==> src/rtl/fetch_unit.sv <==
// fetch_unit: instruction-fetch stage.
//   Owns the PC and runs a level request / one-cycle done handshake to instruction
//   memory. Each fetched instruction is presented to the hazard stall logic, held
//   while stalled and advanced by 2 when released. A resolved branch/jump redirects
//   the PC, and any fetch already in flight is squashed. HALT stops fetching for good.
//   Slots without a real instruction present NOP_INST.
//
// Ports
//   clk             clock, rising edge
//   rst             asynchronous active-low reset
//   stall           hold the presented instruction
//   redirect_valid  taken branch/jump resolved this cycle
//   redirect_pc     redirect target (bit 0 ignored)
//   halt            HALT decoded downstream
//   imem_req        memory request, held until imem_done
//   imem_addr       request address, stable while imem_req
//   imem_rdata      read data, meaningful only with imem_done
//   imem_done       one-cycle completion pulse
//   inst_If         presented instruction (NOP_INST when not valid)
//   pc_If           address of inst_If
//   pc_plus2_If     pc_If + 2, link value
//   inst_valid      inst_If holds a real fetched instruction
//   halted          fetch stopped until reset
module fetch_unit #(
  parameter logic [15:0] RESET_PC = 16'h0000,
  parameter logic [15:0] NOP_INST = 16'h0800
) (
  input  logic        clk,
  input  logic        rst,
  input  logic        stall,
  input  logic        redirect_valid,
  input  logic [15:0] redirect_pc,
  input  logic        halt,
  output logic        imem_req,
  output logic [15:0] imem_addr,
  input  logic [15:0] imem_rdata,
  input  logic        imem_done,
  output logic [15:0] inst_If,
  output logic [15:0] pc_If,
  output logic [15:0] pc_plus2_If,
  output logic        inst_valid,
  output logic        halted
);

  localparam int unsigned XW = 16;
  localparam logic [XW-1:0] PC_STEP = XW'(2);

  typedef enum logic [1:0] {
    S_FETCH = 2'd0,
    S_VALID = 2'd1,
    S_DRAIN = 2'd2,
    S_HALT  = 2'd3
  } state_t;

  state_t        state_q, state_d;
  logic [XW-1:0] pc_q, pc_d;
  logic [XW-1:0] req_addr_q, req_addr_d;
  logic          squash_q, squash_d;
  logic [XW-1:0] inst_d;
  logic [XW-1:0] pc_plus2_d;
  logic          req_d, valid_d, halted_d;
  logic [XW-1:0] redirect_target;
  logic          done_ok;

  // Instruction addresses are halfword aligned.
  assign redirect_target = {redirect_pc[XW-1:1], 1'b0};

  // A done pulse only counts against our own outstanding request; a stray pulse
  // right after reset release (request not yet raised) is dropped.
  assign done_ok = imem_done & imem_req;

  assign pc_If     = pc_q;
  assign imem_addr = req_addr_q;

  // State and registered outputs.
  always_ff @(posedge clk or negedge rst) begin
    if (!rst) begin
      state_q     <= S_FETCH;
      pc_q        <= RESET_PC;
      req_addr_q  <= RESET_PC;
      squash_q    <= 1'b0;
      imem_req    <= 1'b0;
      inst_valid  <= 1'b0;
      halted      <= 1'b0;
      inst_If     <= NOP_INST;
      pc_plus2_If <= XW'(RESET_PC + PC_STEP);
    end else begin
      state_q     <= state_d;
      pc_q        <= pc_d;
      req_addr_q  <= req_addr_d;
      squash_q    <= squash_d;
      imem_req    <= req_d;
      inst_valid  <= valid_d;
      halted      <= halted_d;
      inst_If     <= inst_d;
      pc_plus2_If <= pc_plus2_d;
    end
  end

  // Next-state and next-output decode.
  always_comb begin
    state_d    = state_q;
    pc_d       = pc_q;
    req_addr_d = req_addr_q;
    squash_d   = squash_q;
    inst_d     = NOP_INST;
    req_d      = 1'b0;
    valid_d    = 1'b0;
    halted_d   = 1'b0;
    pc_plus2_d = pc_plus2_If;

    unique case (state_q)
      S_FETCH: begin
        if (redirect_valid) begin
          pc_d = redirect_target;
          if (done_ok) begin
            // Data of the old fetch is dropped; next request goes to the target.
            req_addr_d = redirect_target;
            squash_d   = 1'b0;
          end else begin
            // Old request must complete first; its data will be discarded.
            squash_d = 1'b1;
          end
        end else if (halt) begin
          state_d = done_ok ? S_HALT : S_DRAIN;
        end else if (done_ok) begin
          if (squash_q) begin
            squash_d   = 1'b0;
            req_addr_d = pc_q;
          end else begin
            state_d = S_VALID;
          end
        end
      end

      S_VALID: begin
        if (redirect_valid) begin
          pc_d       = redirect_target;
          req_addr_d = redirect_target;
          state_d    = S_FETCH;
        end else if (halt) begin
          state_d = S_HALT;
        end else if (!stall) begin
          pc_d       = XW'(pc_q + PC_STEP);
          req_addr_d = XW'(pc_q + PC_STEP);
          state_d    = S_FETCH;
        end
      end

      S_DRAIN: begin
        // Outstanding request must finish before the bus goes idle.
        if (done_ok) begin
          state_d = S_HALT;
        end
      end

      S_HALT: begin
        state_d = S_HALT;
      end

      default: begin
        state_d = S_FETCH;
      end
    endcase

    // Outputs follow the state being entered so they can be registered.
    req_d      = (state_d == S_FETCH) || (state_d == S_DRAIN);
    valid_d    = (state_d == S_VALID);
    halted_d   = (state_d == S_HALT);
    pc_plus2_d = XW'(pc_d + PC_STEP);

    if (state_d == S_VALID) begin
      // Capture memory data on entry; otherwise keep the held instruction.
      inst_d = (state_q == S_VALID) ? inst_If : imem_rdata;
    end
  end

endmodule

==> config.mk <==
export PLATFORM = sky130hd
export DESIGN_NAME = fetch_unit
export DESIGN_NICKNAME = d
export VERILOG_FILES = /design/src/rtl/fetch_unit.sv
export SDC_FILE = /design/constraint.sdc
export NUM_CORES = 1
export LEC_CHECK = 0
export BUFFER_PORTS_ARGS = -buffer_cell sky130_fd_sc_hd__buf_2
export CAP_MARGIN = 20
export CORE_AREA = 4 4 108 110
export CTS_CLUSTER_DIAMETER = 120
export DETAILED_ROUTE_END_ITERATION = 10
export DIE_AREA = 0 0 112 114
export SLEW_MARGIN = 10
export SYNTH_ARGS = -nofsm -noshare
export SYNTH_HDL_FRONTEND = slang
export SYNTH_SLANG_ARGS = --single-unit
==> constraint.sdc <==
create_clock -name clk -period 4.4 [get_ports clk]
set_input_delay 0.44 -clock clk [delete_from_list [all_inputs] [get_ports clk]]
set_output_delay 0.44 -clock clk [all_outputs]
set_load 0.1 [all_outputs]
==> results of run 1 <==
-- flip-flops by register name (all words and copies together) (netlist names), 2 cells and up, named ones only --
name         cells
imem_addr       16
inst_If         16
pc_If           15
pc_plus2_If     15
state_q          2
-- kinds of logic after synthesis --
logic type / count (synthesis)
flip-flops: 69
XOR/XNOR: 31
AO/OA/AOI/OAI: 69
adder cells (fa/ha/maj): 2
multiplexers: 28
AND/OR/NAND/NOR: 138
buffers and inverters: 36
-- metal layers --
layer / up-vias / global-route usage (%) / wire (um)
met5: - / 0 / 0
met4: 0 / 6.57 / 253
met3: 20 / 4.72 / 876
met2: 134 / 25.9 / 4680
met1: 1479 / 21.0 / 4320
li1: 1493 / - / -
-- power breakdown --
part	total, uW	internal, uW	switching, uW
logic	1610	285	1330
registers	912	775	137
clock network	587	349	238
-- through the flow --
stage | power (uW) | setup slack (ps)
global placement | 2540 | 1310
floorplan | 2250 | 1130
detailed placement | 2550 | 1320
finish | 3110 | 1430
CTS | 3140 | 1470
global route | 3250 | 1280
-- area by class of cell --
cell class / count / share of cell area (%)
Multi-Input combinational cell: 268 / 39.8
Clock inverter: 4 / 1.56
Sequential cell: 69 / 38.5
Timing Repair Buffer: 105 / 11.8
Clock buffer: 12 / 3.45
Inverter: 12 / 1.00
Tap cell: 140 / 3.90
-- path summary, 6_finish.rpt --
check	startpoint	end	slack (ps)	cells after the start
max	state_q[1]	pc_plus2_If[14]	1430	7
min	rst	imem_addr[8]	160	1
max reg2reg	state_q[1]	pc_plus2_If[14]	1430	7
min reg2reg	imem_addr[0]	imem_addr[0]	480	2
max in group asynchronous	rst	pc_plus2_If[1]	3270	2
min in group clk	imem_rdata[11]	inst_If[11]	330	3
-- layout by cell type (no fill, tap or decap), types with 12 or more instances in the layout --
master / n
buf_2: 103
nor2_1: 36
a21oi_1: 14
o21ai_0: 22
nand3_1: 12
nand2_1: 35
mux2i_1: 22
xnor2_1: 20
dfrtp_1: 67
==> impl_metrics.yaml, run 1 <==
routing:
  wl_per_cell_um: 16.6
  drc: 0
  wirelength_um: 10100
  vias: 3126
  drt-initial-drc-count: 290
  antenna_left: 0
  viasPerCell: 5.12
  drt-pass1-iter-count: 4
clock_network:
  cts_root_buffer: "clkbuf_8"
  cts_tree: "done"
  path_clk_slew_ps: 70
  holdBufCountCts: 0
  cts_setup_buffers: 0
  clockBufferDepth: 2
  htreeDepth: 3
  clock-sinks: 69
  post_cts_resized: 0
  insertion_delay_ps: 340
  cts_buffers: 9
sta:
  worstMarginPinSlew_ps: 896
  skew_ps: 7.04
  setup_tns_ps: 0
  finalHoldViolCount: 0
  finalCriticalPeriod_ps: 2970
  max_slew_margin_pct: 39.6
  maxSlewViolCount: 0
  final-setup-viol-count: 0
  hold_slack_ps: 163
  fin_crit_sh_pct: 67.5
  rsz0062_at_grt: "false"
  max_freq_ghz: 0.337
synthesis:
  synth-xor-area-share_pct: 7.41
  synth_edf_count: 0
  syn_nets: 413
  post-synth-top-count-cell: "dfrtp_1"
  synthMuxAreaShare_pct: 7.85
  synth_commonest_cells: "dfrtp_1, nor2_1, nand2_1"
  yosysSeqAreaShare_pct: 47.2
  synth_compound_area_share_pct: 12.3
  synth_area_um2: 3670
  synth.ff_latch_count: 69
  ys_warn_count: 0
  synthTopCellsByArea: "dfrtp_1, mux2i_1, xnor2_1, nor2_1, nand2_1"
  avgSynthCellArea_um2: 9.83
  yosysUniqueCellTypes: 59
  synthAdderAreaFrac_pct: 0.683
  synthSimpleGateAreaFrac_pct: 20.5
  ys.flop_type: "dfrtp_1"
  yosysTopAreaCell: "dfrtp_1"
  synth_cells: 373
  synth_top_area_share_pct: 45.7
  async_reset_ff_share_pct: 100
  synth_top_family_by_area: "simple AND/OR/NAND/NOR gates"
die:
  core_um2: 10700
  die_area_um2: 12800
  num_io_pins: 105
  row_count: 38
  initial_core_util_pct: 34.3
  die_width_um: 112
  die_h_um: 114
final_layout:
  n_antenna_cell: 0
  drive_above_1_share_pct: 30.2
  area_growth_pct: 22.6
  seqCellArea_um2: 1730
  post-route-cell-area_um2: 4490
  multiInputGateArea_um2: 1790
  final.fill_count: 1094
  fin_util_pct: 42.0
  fin_cells: 610
  fin_nets: 505
run_status:
  status: "complete, no violations"
grt:
  antenna_found_initial: 0
  globalRouteOverflowTotal: 0
  gr-usage-all-layers_pct: 16.3
  grt_max_degree: 42
  grt_pass1_wl_um: 16400
  grt_pass1_vias: 3132
critical_path:
  crit_chain: "or3b_1 -> nor2_1 -> a311o_1 -> and3_4 -> nand4_2 -> and4bb_1 -> xor2_1"
  critPathBufInv: 0
  max_stage_delay_ps: 620
  crit_slowest_cell: "dfrtp_1"
  arrival_ps: 3240
  cp.required_ps: 4670
  crit_fanout: 21
  crit_type: "flop to flop"
  crit_family: "simple AND/OR/NAND/NOR gates"
  worstSetupEndpointType: "flop"
  startpoint_type: "flop"
placement:
  placed_area_um2: 4270
  dp.cells: 594
  globalplace.congestion: 0.930
  io_buffers: 103
  hpwl_um: 7690
power:
  power_density_nw_per_um2: 693
  peakVddDrop_mv: 0.418
  power_leakage_uw: 0.00214
job:
  cap_violations: 0
hold_path:
  hp-class: "input port to async pin"
(Power assumes the default switching activity.)
==> inputs of run 2 (changes only) <==
==> constraint.sdc (replaced) <==
create_clock -name clk -period 2.53 [get_ports clk]
set_input_delay 0.253 -clock clk [delete_from_list [all_inputs] [get_ports clk]]
set_output_delay 0.253 -clock clk [all_outputs]
set_load 0.1 [all_outputs]
==> run 2 against run 1 <==
Non-clock buffer count up 37; cell area up 7.6%; highest routed layer unchanged; worst setup slack worse by 1300 ps; first-iteration DRC count down 34%; clock skew increased by 1.9 ps; largest power group unchanged; worst hold slack got worse by 35 ps.
==> impl_metrics.yaml, run 2 (synthesis gave the netlist of run 1 again) <==
final_layout:
  seqCellArea_um2: 1760
  drive_above_1_share_pct: 37.9
  fin_cells: 647
  multiInputGateArea_um2: 1830
  final_cell_mix: "buf_2, dfrtp_1, buf_4, nor2_1, nand2_1"
  final.fill_count: 1059
  layout_commonest_cell: "buf_2"
  n_antenna_cell: 0
  fin_nets: 542
  area_growth_pct: 31.9
clock_network:
  htreeDepth: 3
  clock-sinks: 69
  cts_buffers: 9
  clockBufferDepth: 2
  cts_tree: "done"
  path_clk_slew_ps: 70
  insertion_delay_ps: 350
  cts_root_buffer: "clkbuf_8"
die:
  initial_core_util_pct: 34.3
  num_io_pins: 105
  die_h_um: 114
  row_count: 38
  die_width_um: 112
  die_area_um2: 12800
  core_um2: 10700
placement:
  io_buffers: 103
  pre_cts_slack_ps: 40.3
  hpwl_um: 8300
  globalplace.congestion: 0.907
  dp.cells: 628
critical_path:
  startpoint_type: "flop"
  worstSetupEndpointType: "flop"
  crit_fanout: 6
  rr_worst_depth: 8
  arrival_ps: 2670
  cp.required_ps: 2800
  crit_type: "flop to flop"
power:
  power_leakage_uw: 0.00231
  peakVddDrop_mv: 0.706
  finalPower_uw: 5450
  power_density_nw_per_um2: 1130
grt:
  globalRouteOverflowTotal: 0
  grt_max_degree: 41
  antenna_found_initial: 0
  grt_pass1_vias: 3408
  grt_pass1_wl_um: 17600
  gr-usage-all-layers_pct: 17.5
sta:
  fin_crit_sh_pct: 95.0
  worstMarginPinSlew_ps: 662
  maxSlewViolCount: 0
  skew_ps: 8.90
  finalHoldViolCount: 0
  max_freq_ghz: 0.416
  finalCriticalPeriod_ps: 2400
  fin_ws_ps: 126
  setup_tns_ps: 0
  max_slew_margin_pct: 55.8
  hold_slack_ps: 128
  final-setup-viol-count: 0
run_status:
  status: "complete, no violations"
routing:
  wl_per_cell_um: 16.5
  drt-pass1-iter-count: 4
  wirelength_um: 10700
  drc: 0
  vias: 3274
  viasPerCell: 5.06
  drt-initial-drc-count: 192
  antenna_left: 0
hold_path:
  hp-class: "input port to flop"
  hold_depth: 3
job:
  cap_violations: 0
## run 2: what timing repair did
item / in CTS / in global routing
setup buffers: 0 / 2
hold buffers: 1 / 0
endpoints found under the setup margin: 0 / 5
endpoints found under the hold margin: 23 / 0
resized for setup: 0 / 4
## run 2: worst paths after layout
| path | slack, ps | end | from |
|---|---|---|---|
| max | 130 | pc_plus2_If[14] | pc_If[1] |
| min | 130 | inst_If[11] | imem_rdata[11] |
| max reg2reg | 130 | pc_plus2_If[14] | pc_If[1] |
| min reg2reg | 480 | imem_addr[13] | imem_addr[13] |
| max in group asynchronous | 1390 | inst_If[11] | rst |
| min in group asynchronous | 460 | imem_addr[11] | rst |
## run 2: per-stage QoR
stage / util (%) / cell area [um2]
6_report: 45.2 / 4840
4_1_cts: 45.0 / 4810
5_1_grt: 45.2 / 4840
2_1_floorplan: - / 3740
3_5_place_dp: 43.1 / 4610
3_3_place_gp: 43.1 / 4610
## run 2: power by group
part | switching [uW] | internal, uW | leakage, uW
clock network | 409 | 479 | 0.0000964
registers | 207 | 1370 | 0.000847
logic | 2390 | 599 | 0.00136
## run 2: final cells by class
class,instances,share of cell area [%]
Tap cell,140,3.62
Timing Repair Buffer,142,17.3
Inverter,12,0.931
Sequential cell,69,36.4
Clock buffer,12,3.00
Multi-Input combinational cell,268,37.8
Clock inverter,4,0.983
## run 2: critical path, stage by stage, from the launching register on
cell,delay (ps)
dfrtp_4,490
ha_4,190
and4_4,200
or3_4,340
a41oi_4,230
and3_4,250
nand4_2,150
and4bb_1,320
xor2_1,150
## run 2: routing by layer
metal / GRT usage (%) / part of all wire [%] / up-vias / routed length [um]
met5: 0 / 0 / - / 0
met4: 5.45 / 1.6 / 0 / 167
met3: 6.42 / 9.7 / 15 / 1040
met2: 28.7 / 48 / 136 / 5070
met1: 21.7 / 41 / 1555 / 4390
li1: - / - / 1568 / -
